==> src/rtl/load_store_unit_if.sv <==
// Data-memory port between the load/store unit and an 8-byte-wide memory.
// Latency: none, plain wiring bundle.
// Backpressure: req is held until ack; the memory stalls the core by withholding ack.
interface load_store_unit_if;
  logic        req;
  logic        we;
  logic [63:0] addr;
  logic [7:0]  be;
  logic [63:0] wdata;
  logic        ack;
  logic [63:0] rdata;

  modport master (output req, we, addr, be, wdata, input ack, rdata);
  modport slave  (input req, we, addr, be, wdata, output ack, rdata);
endinterface

==> src/rtl/load_store_unit.sv <==
// Load/store stage: issues one req/ack data-memory access per load or store and extends load data.
// Latency: request at T, dmem_req at T+1, earliest done/rdata at T+2; bus error after TIMEOUT_CYCLES BUSY cycles.
// Backpressure: stall holds the core from request acceptance until ack or timeout; misaligned accesses never stall.
module load_store_unit #(
  parameter int unsigned REG_WIDTH      = 64,
  parameter int unsigned TIMEOUT_CYCLES = 16
) (
  input  logic                  clk,
  input  logic                  rst,
  input  logic                  mem_read,
  input  logic                  mem_write,
  input  logic                  mem_sign,
  input  logic [1:0]            mem_width,
  input  logic [REG_WIDTH-1:0]  addr,
  input  logic [REG_WIDTH-1:0]  wdata,
  output logic                  stall,
  output logic                  misaligned,
  output logic [REG_WIDTH-1:0]  rdata,
  output logic                  done,
  output logic                  bus_err,
  load_store_unit_if.master     dmem
);

  localparam int unsigned TW = (TIMEOUT_CYCLES > 2) ? $clog2(TIMEOUT_CYCLES) : 1;
  localparam logic [TW-1:0] TLAST = TW'((TIMEOUT_CYCLES == 0) ? 0 : TIMEOUT_CYCLES - 1);

  typedef enum logic [1:0] {IDLE = 2'd0, BUSY = 2'd1, DONE = 2'd2} state_t;

  state_t        state, state_nxt;
  logic [TW-1:0] tcnt;
  logic [2:0]    off_q;
  logic [1:0]    width_q;
  logic          sign_q;
  logic          is_rd_q;

  logic          acc;
  logic          mis;
  logic          timeout;
  logic [2:0]    size_mask;
  logic [7:0]    be_base;
  logic [63:0]   rd_shift;
  logic [63:0]   rd_ext;

  // Decode the access: alignment mask, unshifted byte enables and misalignment.
  always_comb begin
    acc       = mem_read | mem_write;
    size_mask = 3'b000;
    be_base   = 8'h01;
    case (mem_width)
      2'd0: begin size_mask = 3'b000; be_base = 8'h01; end
      2'd1: begin size_mask = 3'b001; be_base = 8'h03; end
      2'd2: begin size_mask = 3'b011; be_base = 8'h0F; end
      default: begin size_mask = 3'b111; be_base = 8'hFF; end
    endcase
    mis     = acc & (|(addr[2:0] & size_mask));
    timeout = (TIMEOUT_CYCLES != 0) && (tcnt == TLAST);
  end

  // Align the returned lane to bit 0 and extend it using the width/sign captured at issue.
  always_comb begin
    rd_shift = dmem.rdata >> {off_q, 3'b000};
    rd_ext   = rd_shift;
    case (width_q)
      2'd0: rd_ext = sign_q ? {56'd0, rd_shift[7:0]}  : {{56{rd_shift[7]}},  rd_shift[7:0]};
      2'd1: rd_ext = sign_q ? {48'd0, rd_shift[15:0]} : {{48{rd_shift[15]}}, rd_shift[15:0]};
      2'd2: rd_ext = sign_q ? {32'd0, rd_shift[31:0]} : {{32{rd_shift[31]}}, rd_shift[31:0]};
      default: rd_ext = rd_shift;
    endcase
  end

  // State register.
  always_ff @(posedge clk) begin
    if (rst) state <= IDLE;
    else     state <= state_nxt;
  end

  // Next state plus the combinational stall and misaligned flags.
  always_comb begin
    state_nxt  = state;
    stall      = 1'b0;
    misaligned = 1'b0;
    case (state)
      IDLE: begin
        misaligned = mis;
        stall      = acc & ~mis;
        if (acc && !mis) state_nxt = BUSY;
      end
      BUSY: begin
        stall = 1'b1;
        if (dmem.ack || timeout) state_nxt = DONE;
      end
      default: state_nxt = IDLE;
    endcase
  end

  // Bus outputs, result register and timeout counter; ack only has effect in BUSY.
  always_ff @(posedge clk) begin
    if (rst) begin
      dmem.req   <= 1'b0;
      dmem.we    <= 1'b0;
      dmem.addr  <= '0;
      dmem.be    <= '0;
      dmem.wdata <= '0;
      rdata      <= '0;
      done       <= 1'b0;
      bus_err    <= 1'b0;
      tcnt       <= '0;
      off_q      <= '0;
      width_q    <= '0;
      sign_q     <= 1'b0;
      is_rd_q    <= 1'b0;
    end else begin
      case (state)
        IDLE: begin
          done <= 1'b0;
          if (acc && !mis) begin
            dmem.req   <= 1'b1;
            dmem.we    <= mem_write & ~mem_read;
            dmem.addr  <= {addr[63:3], 3'b000};
            dmem.be    <= be_base << addr[2:0];
            dmem.wdata <= wdata << {addr[2:0], 3'b000};
            off_q      <= addr[2:0];
            width_q    <= mem_width;
            sign_q     <= mem_sign;
            is_rd_q    <= mem_read;
            tcnt       <= '0;
          end
        end
        BUSY: begin
          tcnt <= tcnt + 1'b1;
          if (dmem.ack) begin
            dmem.req <= 1'b0;
            if (is_rd_q) rdata <= rd_ext;
            done    <= 1'b1;
            bus_err <= 1'b0;
          end else if (timeout) begin
            dmem.req <= 1'b0;
            rdata    <= '0;
            done     <= 1'b1;
            bus_err  <= 1'b1;
          end
        end
        default: begin
          done <= 1'b0;
          tcnt <= '0;
        end
      endcase
    end
  end

endmodule

==> src/flat_wrapper.sv <==
// flat-port wrapper written by rule: the top's interface ports become plain ports
module load_store_unit_flat 
#(
  parameter int unsigned REG_WIDTH      = 64,
  parameter int unsigned TIMEOUT_CYCLES = 16
)
  (clk, rst, mem_read, mem_write, mem_sign, mem_width, addr, wdata, stall, misaligned, rdata, done, bus_err, dmem_req, dmem_we, dmem_addr, dmem_be, dmem_wdata, dmem_ack, dmem_rdata);
  load_store_unit_if dmem_i ();
  input  logic clk;
  input  logic rst;
  input  logic mem_read;
  input  logic mem_write;
  input  logic mem_sign;
  input  logic [1:0] mem_width;
  input  logic [REG_WIDTH-1:0] addr;
  input  logic [REG_WIDTH-1:0] wdata;
  output logic stall;
  output logic misaligned;
  output logic [REG_WIDTH-1:0] rdata;
  output logic done;
  output logic bus_err;
  output wire logic [$bits(dmem_i.req)-1:0] dmem_req;
  output wire logic [$bits(dmem_i.we)-1:0] dmem_we;
  output wire logic [$bits(dmem_i.addr)-1:0] dmem_addr;
  output wire logic [$bits(dmem_i.be)-1:0] dmem_be;
  output wire logic [$bits(dmem_i.wdata)-1:0] dmem_wdata;
  input wire logic [$bits(dmem_i.ack)-1:0] dmem_ack;
  input wire logic [$bits(dmem_i.rdata)-1:0] dmem_rdata;
  assign dmem_req = dmem_i.req;
  assign dmem_we = dmem_i.we;
  assign dmem_addr = dmem_i.addr;
  assign dmem_be = dmem_i.be;
  assign dmem_wdata = dmem_i.wdata;
  assign dmem_i.ack = dmem_ack;
  assign dmem_i.rdata = dmem_rdata;
  load_store_unit #(.REG_WIDTH(REG_WIDTH), .TIMEOUT_CYCLES(TIMEOUT_CYCLES)) u_core (.clk(clk), .rst(rst), .mem_read(mem_read), .mem_write(mem_write), .mem_sign(mem_sign), .mem_width(mem_width), .addr(addr), .wdata(wdata), .stall(stall), .misaligned(misaligned), .rdata(rdata), .done(done), .bus_err(bus_err), .dmem(dmem_i));
endmodule
==> config.mk <==
export PLATFORM = sky130hd
export DESIGN_NAME = load_store_unit_flat
export DESIGN_NICKNAME = d
export VERILOG_FILES = /design/src/rtl/load_store_unit_if.sv /design/src/rtl/load_store_unit.sv /design/src/flat_wrapper.sv
export SDC_FILE = /design/constraint.sdc
export NUM_CORES = 1
export LEC_CHECK = 0
export CORE_AREA = 2 2 159 161
export DETAILED_ROUTE_END_ITERATION = 10
export DIE_AREA = 0 0 161 163
export DONT_BUFFER_PORTS = 1
export MAX_ROUTING_LAYER = met4
export PLACE_DENSITY_LB_ADDON = 0.3
export SLEW_MARGIN = 20
export SYNTH_ARGS = -nofsm -noshare
export SYNTH_HDL_FRONTEND = slang
export SYNTH_SLANG_ARGS = --single-unit
==> constraint.sdc <==
create_clock -name clk -period 4.53 [get_ports clk]
set_clock_uncertainty 0.2 [all_clocks]
set_input_delay 0.906 -clock clk [delete_from_list [all_inputs] [get_ports clk]]
set_output_delay 0.906 -clock clk [all_outputs]
set_load 0.01 [all_outputs]
# Yosys cells after proc, flatten, opt, wreduce, memory -nomap -nowiden
# Index checks and enable logic that the tools add are counted.
[classes]
addsub = 1
n_eq_ne = 10
shifts = 3
mux = 23
bitwise_logic = 8
reduce_logical = 15
[ops]
columns = ["operator", "n"]
rows = [
  ["64-bit 2-to-1 mux", 6],
  ["64-bit case mux with 3 select lines", 1],
  ["64-bit by 6-bit << shifter with 64-bit output", 1],
  ["64-bit by 6-bit right shift with 64-bit output", 1],
  ["8-bit case mux with 3 select lines", 1],
  ["3-bit case mux with 3 select lines", 1],
  ["4-bit case mux with 2 select lines", 1],
  ["8-bit by 3-bit << shifter with 8-bit output", 1],
  ["1-bit 2-to-1 mux", 7],
  ["2-bit by 1-bit == test with 1-bit output, second input constant", 3],
  ["2-bit logical NOT", 3],
  ["2-bit by 1-bit inequality test with 1-bit output, second input constant", 3],
  ["2-bit AND reduction", 3],
  ["3-bit AND reduction", 2],
  ["4-bit by 1-bit adder with 4-bit output, second input constant", 1],
  ["2-bit == test, second input constant", 2],
  ["4-bit == test, second input constant", 1],
  ["2-bit 2-to-1 mux", 2],
  ["4-bit 2-to-1 mux", 1],
  ["1-bit case mux with 2 select lines", 2],
  ["2-bit case mux with 2 select lines", 1],
  ["2-bit nonzero test", 2],
  ["1-bit AND", 3],
  ["3-bit AND", 1],
  ["other kinds (8)", 10],
]
[word_totals]
regBits = 214
input_bits = 200
output_inout_bits = 206
elab_cells = 74

# Depth between registers and ports, before layout
# Gate-level depths: netlist of run 1.
[logic_depth]
ltp_word = 9
ltp_mapped = 9

# Least setup slack after synthesis of run 1
# No wires, ideal clock.
[synth_timing]
path_kind = "input port to output port"
from = "input mem_width[1]"
to = "output stall"
t_arrival_ps = 2382
t_required_ps = 3424
path_slack_ps = 1042
path_stages = 6
n_path_buf = 3
path_cell_list = "clkbuf_1 > a21oi_1 > o2111ai_1 > clkbuf_1 > clkbuf_1 > nand2_1"
[synth_via]
elab_chain_len = 8
[synth_rtl]
columns = ["element", "line", "text"]
rows = [
  ["start: declaration", "flat_wrapper.sv:14", "input logic [1:0] mem_width;"],
  ["2-bit == test (tied with other cells)", "load_store_unit.sv:49", "case (mem_width)"],
  ["3-bit case mux with 3 select lines *", "load_store_unit.sv:49", ""],
  ["3-bit AND *", "load_store_unit.sv:55", "mis = acc & (|(addr[2:0] & size_mask));"],
  ["3-bit OR reduction *", "load_store_unit.sv:55", ""],
  ["1-bit AND *", "load_store_unit.sv:55", ""],
  ["1-bit NOT *", "load_store_unit.sv:85", "stall = acc & ~mis;"],
  ["1-bit AND *", "load_store_unit.sv:85", ""],
  ["1-bit case mux with 2 select lines *", "load_store_unit.sv:82", "case (state)"],
  ["end: declaration", "flat_wrapper.sv:17", "output logic stall;"],
]
# Every way passes the cells marked *; elsewhere a longest branch is shown, timed or not.

# Final worst setup path of run 1
[layout_timing]
from = "input addr[1]"
to = "output stall"
[layout_via]
elab_chain_len = 6
[layout_rtl]
columns = ["element", "line", "text"]
rows = [
  ["start: declaration", "flat_wrapper.sv:15", "input logic [REG_WIDTH-1:0] addr;"],
  ["3-bit AND", "load_store_unit.sv:55", ""],
  ["3-bit OR reduction", "load_store_unit.sv:55", ""],
  ["1-bit AND", "load_store_unit.sv:55", ""],
  ["1-bit NOT", "load_store_unit.sv:85", ""],
  ["1-bit AND", "load_store_unit.sv:85", ""],
  ["1-bit case mux with 2 select lines", "load_store_unit.sv:82", ""],
]
# Every way passes these cells.

==> results of run 1 <==
## placed cells by master, fill, tap and decap left out, types with 23 or more instances in the layout
master     Yosys  final
mux2i_1       93     93
dfxtp_1      214    212
o21ai_0       46     46
clkbuf_16      0     25
nor2_1       110    110
mux4_2        23     23
a21oi_1      147    147
nand2_1      200    200
a211oi_1      57     57
a22o_1        23     23
## cell type report
class,count,area share
Multi-Input combinational cell,900,0.504
Sequential cell,214,0.372
Clock buffer,33,0.0612
Tap cell,330,0.0358
Clock inverter,10,0.0162
Timing Repair Buffer,13,0.00954
Inverter,5,0.00163
Antenna cell,1,0.000217
## cells in the mapped netlist, types with 2 or more instances
cell       instances  share of area
dfxtp_1          214           0.41
nand2_1          200          0.071
a21oi_1          147          0.070
nor2_1           110          0.039
mux2i_1           93          0.088
clkbuf_1          84          0.030
a211oi_1          57          0.041
o21ai_0           46          0.022
a22o_1            23          0.019
mux4_2            23          0.049
nand3_1           20         0.0095
buf_2             18         0.0085
a221o_1           15          0.014
mux2_2            15          0.016
nor2b_1           15         0.0089
nor3_1            14         0.0066
a22oi_1           10         0.0071
and2_1            10         0.0059
a311oi_1           9         0.0075
o2bb2ai_1          9         0.0075
or4_1              9         0.0064
buf_1              8         0.0028
o221ai_1           8         0.0066
o22ai_1            8         0.0047
a2111oi_0          7         0.0058
a211o_1            7         0.0058
a21o_1             3         0.0021
and3_1             3         0.0018
buf_4              3         0.0021
buf_6              3         0.0032
inv_1              3         0.0011
nand2b_1           3         0.0018
or2_2              3         0.0018
or3_1              3         0.0018
a221oi_1           2         0.0017
a31oi_1            2         0.0012
mux2_4             2         0.0028
nor4_1             2         0.0012
o2111ai_1          2         0.0017
o21a_1             2         0.0014
## metrics by stage
stage / utilization / instances / hold WS, ps
after floorplan: - / 1235 / 258
after global placement: 0.431 / 1462 / 281
after detailed placement: 0.431 / 1462 / 282
after CTS: 0.467 / 1505 / 242
after global routing: 0.468 / 1506 / 246
final: 0.468 / 1506 / 256
## flip-flops by register name, summed over array words and instances, names as in the netlist
name	cells
u_core.dmem.be	8
u_core.dmem.addr	61
u_core.sign_q	1
u_core.width_q	2
u_core.is_rd_q	1
u_core.bus_err	1
u_core.dmem.wdata	64
u_core.dmem.we	1
u_core.done	1
u_core.state	2
u_core.tcnt	4
u_core.dmem.req	1
u_core.rdata	64
u_core.off_q	3
## final timing paths
path	cells past startpoint	slack, ps	startpoint	to
setup / recovery	3	1190	addr[1]	stall
hold / removal	1	260	rst	u_core.rdata[5]$_SDFFE_PP0P_
setup reg to reg	6	1270	u_core.off_q[1]$_SDFFE_PP0P_	u_core.rdata[52]$_SDFFE_PP0P_
hold reg to reg	2	290	u_core.is_rd_q$_SDFFE_PP0P_	u_core.is_rd_q$_SDFFE_PP0P_
## power breakdown
part / total, mW / internal (mW) / switching (mW)
combinational: 0.587 / 0.233 / 0.353
clock: 2.18 / 1.37 / 0.810
sequential: 2.11 / 1.98 / 0.130
total: 4.88 / 3.58 / 1.29
## per-layer routing
layer,part of all wire,global-route usage,up-vias
li1,-,-,4316
met3,0.13,0.102,95
met2,0.46,0.409,516
met5,0,-,-
met1,0.37,0.295,4323
met4,0.048,0.114,0
## logic make-up after synthesis
kind of cell	count (synthesis)	share of synthesized area
AO/OA/AOI/OAI	366	0.226
adder cells (fa/ha/maj)	1	0.00119
buffers and inverters	121	0.0484
flip-flops	214	0.406
multiplexers	134	0.157
other	1	0.000356
AND/OR/NAND/NOR	396	0.160
==> results.tsv, run 1 <==
metric	value	unit
cts-root-buf	clkbuf_16	
p_per_area	423	mW/mm2
gp_congestion	0.915	
grtUsageTotal	0.260	
path_buf_inv	0	
hold_viol	0	
ys.flop_type	dfxtp_1	
coreArea	0.0247	mm2
finalCritPeriodShare	0.737	
via_per_inst	6.14	
die_y	163	um
syn-instance-count	1233	
grt_pass1_vias	8789	
path_clk_slew	60	ps
gr-total-overflow	0	
drv_slew	0	
yosysUniqueCellTypes	58	
max-slew-margin-rel	0.289	
synth-edff-count	0	
setup_viol	0	
clk_latency	520	ps
cts_inserted_buffers	24	
setup_slack	1190	ps
critPathMaxStageDelay	580	ps
cp_data_required_time	3420	ps
synth_seq_cells	214	
vias	9250	
wl_per_cell	23.3	um
setup-tns-final	0	ps
fmax	0.299	GHz
slowest_stage	o2111ai_4	
grt_max_degree	164	
pin_count	406	
drcViolationCount	0	
end_kind	output pin	
tightestPinTransition	1060	ps
multi_input_area	0.00581	mm2
grt_pass1_wl	52.4	mm
postCtsResizedCells	0	
initial_core_util	0.427	
min_path_type	in -> reg	
dpl_worst_slack	1200	ps
cp_max_fo	65	
synthArstFlopShare	0	
cts.path.max_buffers	3	
cts_tree	built	
syn_to_final_growth	9.44	%
finalInstanceArea	0.0115	mm2
start_kind	primary input	
ir_worst_vdd	305	uV
rows	58	
die-area	0.0262	mm2
fillers	2373	
cts_setup_buffers	0	
cts_hold_buf	0	
cp.arrival	2230	ps
dp_hpwl	25.2	mm
cts.sinks	214	
status	completed	
drv_cap	0	
fin_nets	1359	
ctsHtreeMaxLevel	1	
antenna_found_initial	1	
total_leakage_power	4.12	nW
drtIter0Drc	745	
critPathTopFamily	compound AO/OA/AOI/OAI gates	
finalCriticalPeriod	3340	ps
first_pass_iters	5	
die_w	161	um
drt-total-wl	35.1	mm
critical_path_class	in -> out	
seq_area_frac_synth	0.406	
ys_warn_count	0	
grt_setup_unrepaired	false	
syn_area	0.0105	mm2
drive_above_1_share	0.0919	
io_buffers	0	
seqCellArea	0.00429	mm2
p_total	4.88	mW
final_antenna_net_count	0	
path_cells	o21ai_0, o2111ai_4, nand2_1	
place_area	0.0106	mm2
syn_area_per_cell	8.55	um2
Note: power is estimated with default switching activity, not from simulation.
==> run 2, diff against run 1 <==
Clock period 4.53 ns to 3.5 ns, I/O delays scaled along.
==> run 2 against run 1 <==
Setup slack lost 580 ps. First-iteration DRC count rose by 21%. Register-to-register slack worse by 660 ps. Via count is 0.32% higher. Non-clock buffer count up 16. Critical endpoint is now u_core.rdata[39]$_SDFFE_PP0P_.
==> results.tsv, run 2 (same netlist as run 1, synthesis figures left out) <==
metric	value	unit
drtIter0Drc	900	
intPower	4.44	mW
drv_slew	0	
antenna_found_initial	2	
setup_viol	0	
grt_pass1_wl	52.1	mm
pin_count	406	
top_regs	u_core.dmem.wdata x64, u_core.rdata x64, u_core.dmem.addr x61	
cts_setup_buffers	0	
ff2ff_path_depth	5	
max-slew-margin-rel	0.313	
fmax	0.345	GHz
utilization	0.468	
finalCriticalPeriod	2890	ps
drv_cap	0	
drt-total-wl	35.1	mm
r2r_end	u_core.rdata[39]$_SDFFE_PP0P_	
rows	58	
total_leakage_power	4.14	nW
die_y	163	um
setup-tns-final	0	ps
place_area	0.0107	mm2
ir_worst_vdd	400	uV
grtUsageTotal	0.258	
layoutNonFillerInstCount	1518	
postCtsResizedCells	0	
seqPwrFrac	0.450	
combPwrFrac	0.128	
final_antenna_net_count	0	
min_path_type	in -> reg	
grt_pass1_vias	8730	
cts.sinks	214	
final_common_cell	dfxtp_1	
swShare	0.267	
coreArea	0.0247	mm2
rrSetupSlack	610	ps
via_per_inst	6.11	
cts-root-buf	clkbuf_16	
die-area	0.0262	mm2
initial_core_util	0.427	
io_buffers	0	
layout_common_cells	dfxtp_1, nand2_1, a21oi_1	
finalCritPeriodShare	0.827	
cts_hold_buf	0	
dp_hpwl	25.4	mm
clk_latency	510	ps
dpl.cell_count	1478	
tightestPinTransition	1030	ps
grt_max_degree	164	
cp.arrival	3150	ps
cp_max_fo	23	
drive_above_1_share	0.100	
die_w	161	um
grt_setup_unrepaired	false	
finalInstanceArea	0.0115	mm2
hold_viol	0	
end_kind	register	
cp_data_required_time	3750	ps
startpoint	u_core.off_q[0]$_SDFFE_PP0P_	
vias	9280	
syn_to_final_growth	9.52	%
wl_per_cell	23.1	um
endpoint	u_core.rdata[39]$_SDFFE_PP0P_	
cts.path.max_buffers	3	
fin_nets	1375	
cts_inserted_buffers	24	
start_kind	register	
power_switching	1.62	mW
first_pass_iters	5	
gp_congestion	0.939	
reg2reg_from	u_core.off_q[0]$_SDFFE_PP0P_	
gr-total-overflow	0	
status	completed	
cts_tree	built	
path_clk_slew	60	ps
ctsHtreeMaxLevel	1	
critical_path_class	reg -> reg	
power.share.clock	0.423	
drcViolationCount	0	
p_per_area	525	mW/mm2
fillers	2421	
[run 2: cell count changes in the layout (fill, tap and decap cells not counted), sizes merged]
cell      before  now
buf           13   29
diode          1    2
clkinvlp       0    2
clkbuf        33   31
bufinv         5    3
clkinv         5    3
inv            5    4
[run 2: worst min path at each step]
stage / slack (ps) / cells after the start / start / to
2_1_floorplan: 260 / 2 / u_core.sign_q$_SDFFE_PP0P_ / u_core.sign_q$_SDFFE_PP0P_
4_1_cts: 50 / 1 / rst / u_core.rdata[1]$_SDFFE_PP0P_
5_1_grt: 40 / 1 / rst / u_core.rdata[1]$_SDFFE_PP0P_
6_report: 60 / 1 / rst / u_core.rdata[1]$_SDFFE_PP0P_
3_3_place_gp: 270 / 2 / u_core.sign_q$_SDFFE_PP0P_ / u_core.sign_q$_SDFFE_PP0P_
3_5_place_dp: 280 / 2 / u_core.sign_q$_SDFFE_PP0P_ / u_core.sign_q$_SDFFE_PP0P_
[run 2: stage by stage]
| step | setup WS (ps) | total power [mW] | hold slack [ps] |
|---|---|---|---|
| global placement | 610 | 3.53 | 272 |
| detailed placement | 585 | 3.54 | 279 |
| floorplan | 424 | 3.38 | 258 |
| global route | 453 | 6.28 | 43.8 |
| CTS | 581 | 6.10 | 48.7 |
| finish | 605 | 6.06 | 61.3 |
[run 2: power by group through the flow]
stage	clock [mW]	combinational, mW	sequential [mW]
after floorplan	0	0.657	2.72
after global placement	0	0.753	2.78
after detailed placement	0	0.766	2.78
after CTS	2.61	0.767	2.73
after global routing	2.70	0.849	2.74
final	2.56	0.773	2.72
[run 2: final cells by class]
cell class / instances / area [um2] / area share
multi-input combinational: 900 / 5800 / 0.502
clock inverter: 7 / 115 / 0.00997
tap: 330 / 413 / 0.0358
timing repair buffer: 29 / 230 / 0.0199
antenna: 2 / 5.00 / 0.000434
sequential: 214 / 4290 / 0.372
clock buffer: 31 / 678 / 0.0587
inverter: 5 / 18.8 / 0.00163
[run 2: worst max-delay path: stages (launching register included)]
cell      delay [ps]
dfxtp_4          540
mux2_2           220
a2bb2o_1         320
nor4_2           410
o31a_1           890
a22o_1           250
[run 2: metal layers]
layer	wire, um	track usage	vias to the layer above
li1	-	-	4340
met1	13100	0.293	4365
met2	16300	0.409	481
met3	4270	0.104	94
met4	1470	0.103	0
met5	0	-	-
==> run 3, diff against run 2 <==
Clock period 3.5 ns to 2.75 ns, I/O delays scaled along.
==> run 3 against run 2 <==
Setup slack lost 460 ps. Hold slack lost 55 ps. Total power grew 31%. Clock-buffer cell count grew 4. Routed wire length grew 7.1%. Clock power grew 29%. Global-route usage grew 2.0 points. Final area grew 11%. Sequential share of layout area shrank 3.8 points. Largest power group unchanged. Highest routed layer unchanged.
==> results.tsv, run 3 (same netlist as run 1, synthesis figures left out) <==
metric	value	unit
status	completed	
drt-total-wl	37.6	mm
drcViolationCount	0	
rows	58	
dpl_worst_slack	-4.42	ps
utilization	0.521	
critPathTopFamily	buffers and inverters	
clk_latency	520	ps
path_clk_slew	60	ps
crit_top_cell	nor2_1	
finalCritPeriodShare	0.948	
drv_slew	0	
ctsHtreeMaxLevel	1	
cp_data_required_time	3010	ps
die_y	163	um
start_kind	register	
setup_slack	142	ps
via_per_inst	6.04	
grt_pass1_vias	9343	
p_per_area	617	mW/mm2
cts_inserted_buffers	24	
grtUsageTotal	0.278	
ir_worst_vdd	423	uV
grt_max_degree	110	
fmax	0.383	GHz
layout_common_cells	dfxtp_1, nand2_1, a21oi_1	
coreArea	0.0247	mm2
final_antenna_net_count	0	
dp_hpwl	25.4	mm
cp.arrival	2870	ps
slowest_stage	dlygate4sd3_1	
path_cells	buf_16, mux2i_1, mux4_2, nor2_1, a21oi_1, nor2_1, dlygate4sd3_1	
end_kind	register	
hold_viol	0	
final_common_cell	dfxtp_1	
io_buffers	0	
setup-tns-final	0	ps
cts_setup_buffers	0	
pin_count	406	
critPathMaxStageDelay	550	ps
cts_tree	built	
hold_ws	6.16	ps
gr-total-overflow	0	
crit_cells	7	
max-slew-margin-rel	0.249	
cts-root-buf	clkbuf_16	
gp_congestion	0.938	
drtIter0Drc	896	
min_path_type	in -> reg	
top_regs	u_core.dmem.wdata x64, u_core.rdata x64, u_core.dmem.addr x61	
cp_max_fo	53	
cts.path.max_buffers	3	
syn_to_final_growth	22.0	%
grt_pass1_wl	56.0	mm
antenna_found_initial	1	
fin_nets	1497	
die_w	161	um
initial_core_util	0.427	
total_leakage_power	4.82	nW
grt_setup_unrepaired	false	
cts.sinks	214	
die-area	0.0262	mm2
setup_viol	0	
first_pass_iters	5	
vias	9923	
path_buf_inv	2	
whs_path_depth	2	
wl_per_cell	22.9	um
tightestPinTransition	1120	ps
critical_path_class	reg -> reg	
finalCriticalPeriod	2610	ps
drv_cap	0	
ff2ff_path_depth	7	
drive_above_1_share	0.0998	
-- run 3: cell count changes in the layout (fill, tap and decap cells not counted), moves of 2 or more --
cell,previous run,this run
dlygate4sd3_1,0,118
buf_12,1,4
bufinv_16,3,1
clkbuf_8,3,8
mux2i_2,0,2
buf_16,0,2
a2111oi_0,7,5
mux2i_1,93,91
-- run 3: layout make-up --
class / count / area, um2
multi-input combinational: 900 / 5810
clock buffer: 35 / 743
inverter: 5 / 18.8
clock inverter: 7 / 68.8
fill: 2269 / 11800
timing repair buffer: 151 / 1520
tap: 330 / 413
sequential: 214 / 4290
antenna: 1 / 2.50
-- run 3: worst paths after layout --
| check | to | slack (ps) | startpoint |
|---|---|---|---|
| min | u_core.dmem.wdata[7]$_SDFFE_PP0P_ | 6 | wdata[7] |
| max reg2reg | u_core.rdata[3]$_SDFFE_PP0P_ | 140 | u_core.off_q[0]$_SDFFE_PP0P_ |
| max | u_core.rdata[3]$_SDFFE_PP0P_ | 140 | u_core.off_q[0]$_SDFFE_PP0P_ |
| min reg2reg | u_core.dmem.addr[13]$_SDFFE_PP0P_ | 300 | u_core.dmem.addr[13]$_SDFFE_PP0P_ |
-- run 3: worst register-to-register path: stages, from the launching register on --
cell	delay, ps
dfxtp_4	450
buf_16	310
mux2i_1	240
mux4_2	520
nor2_1	130
a21oi_1	50
nor2_1	100
dlygate4sd3_1	550
-- run 3: per-stage QoR --
| step | std cells | power [mW] | area (um2) |
|---|---|---|---|
| 2_1_floorplan | 1235 | 4.30 | 10600 |
| 3_3_place_gp | 1481 | 4.51 | 10800 |
| 3_5_place_dp | 1481 | 4.52 | 10800 |
| 4_1_cts | 1642 | 7.94 | 12800 |
| 5_1_grt | 1643 | 8.22 | 12900 |
| 6_report | 1643 | 7.94 | 12900 |
-- run 3: power breakdown --
group	leakage, nW	internal (mW)	switching [mW]
Combinational	2.68	0.531	0.657
Clock	0.399	1.96	1.33
Sequential	1.74	3.25	0.211
Total	4.82	5.75	2.19
-- run 3: routing by layer --
layer / vias up / GRT usage / part of all wire
met1: 4720 / 0.319 / 0.37
met4: 0 / 0.0718 / 0.023
met5: - / - / 0
met3: 60 / 0.0952 / 0.11
met2: 559 / 0.468 / 0.49
li1: 4584 / - / -
-- run 3: repair_timing --
action,in CTS,in global routing
setup endpoints to repair,0,4
hold endpoints to repair,159,0
hold buffers,119,0
gates resized for setup,0,6
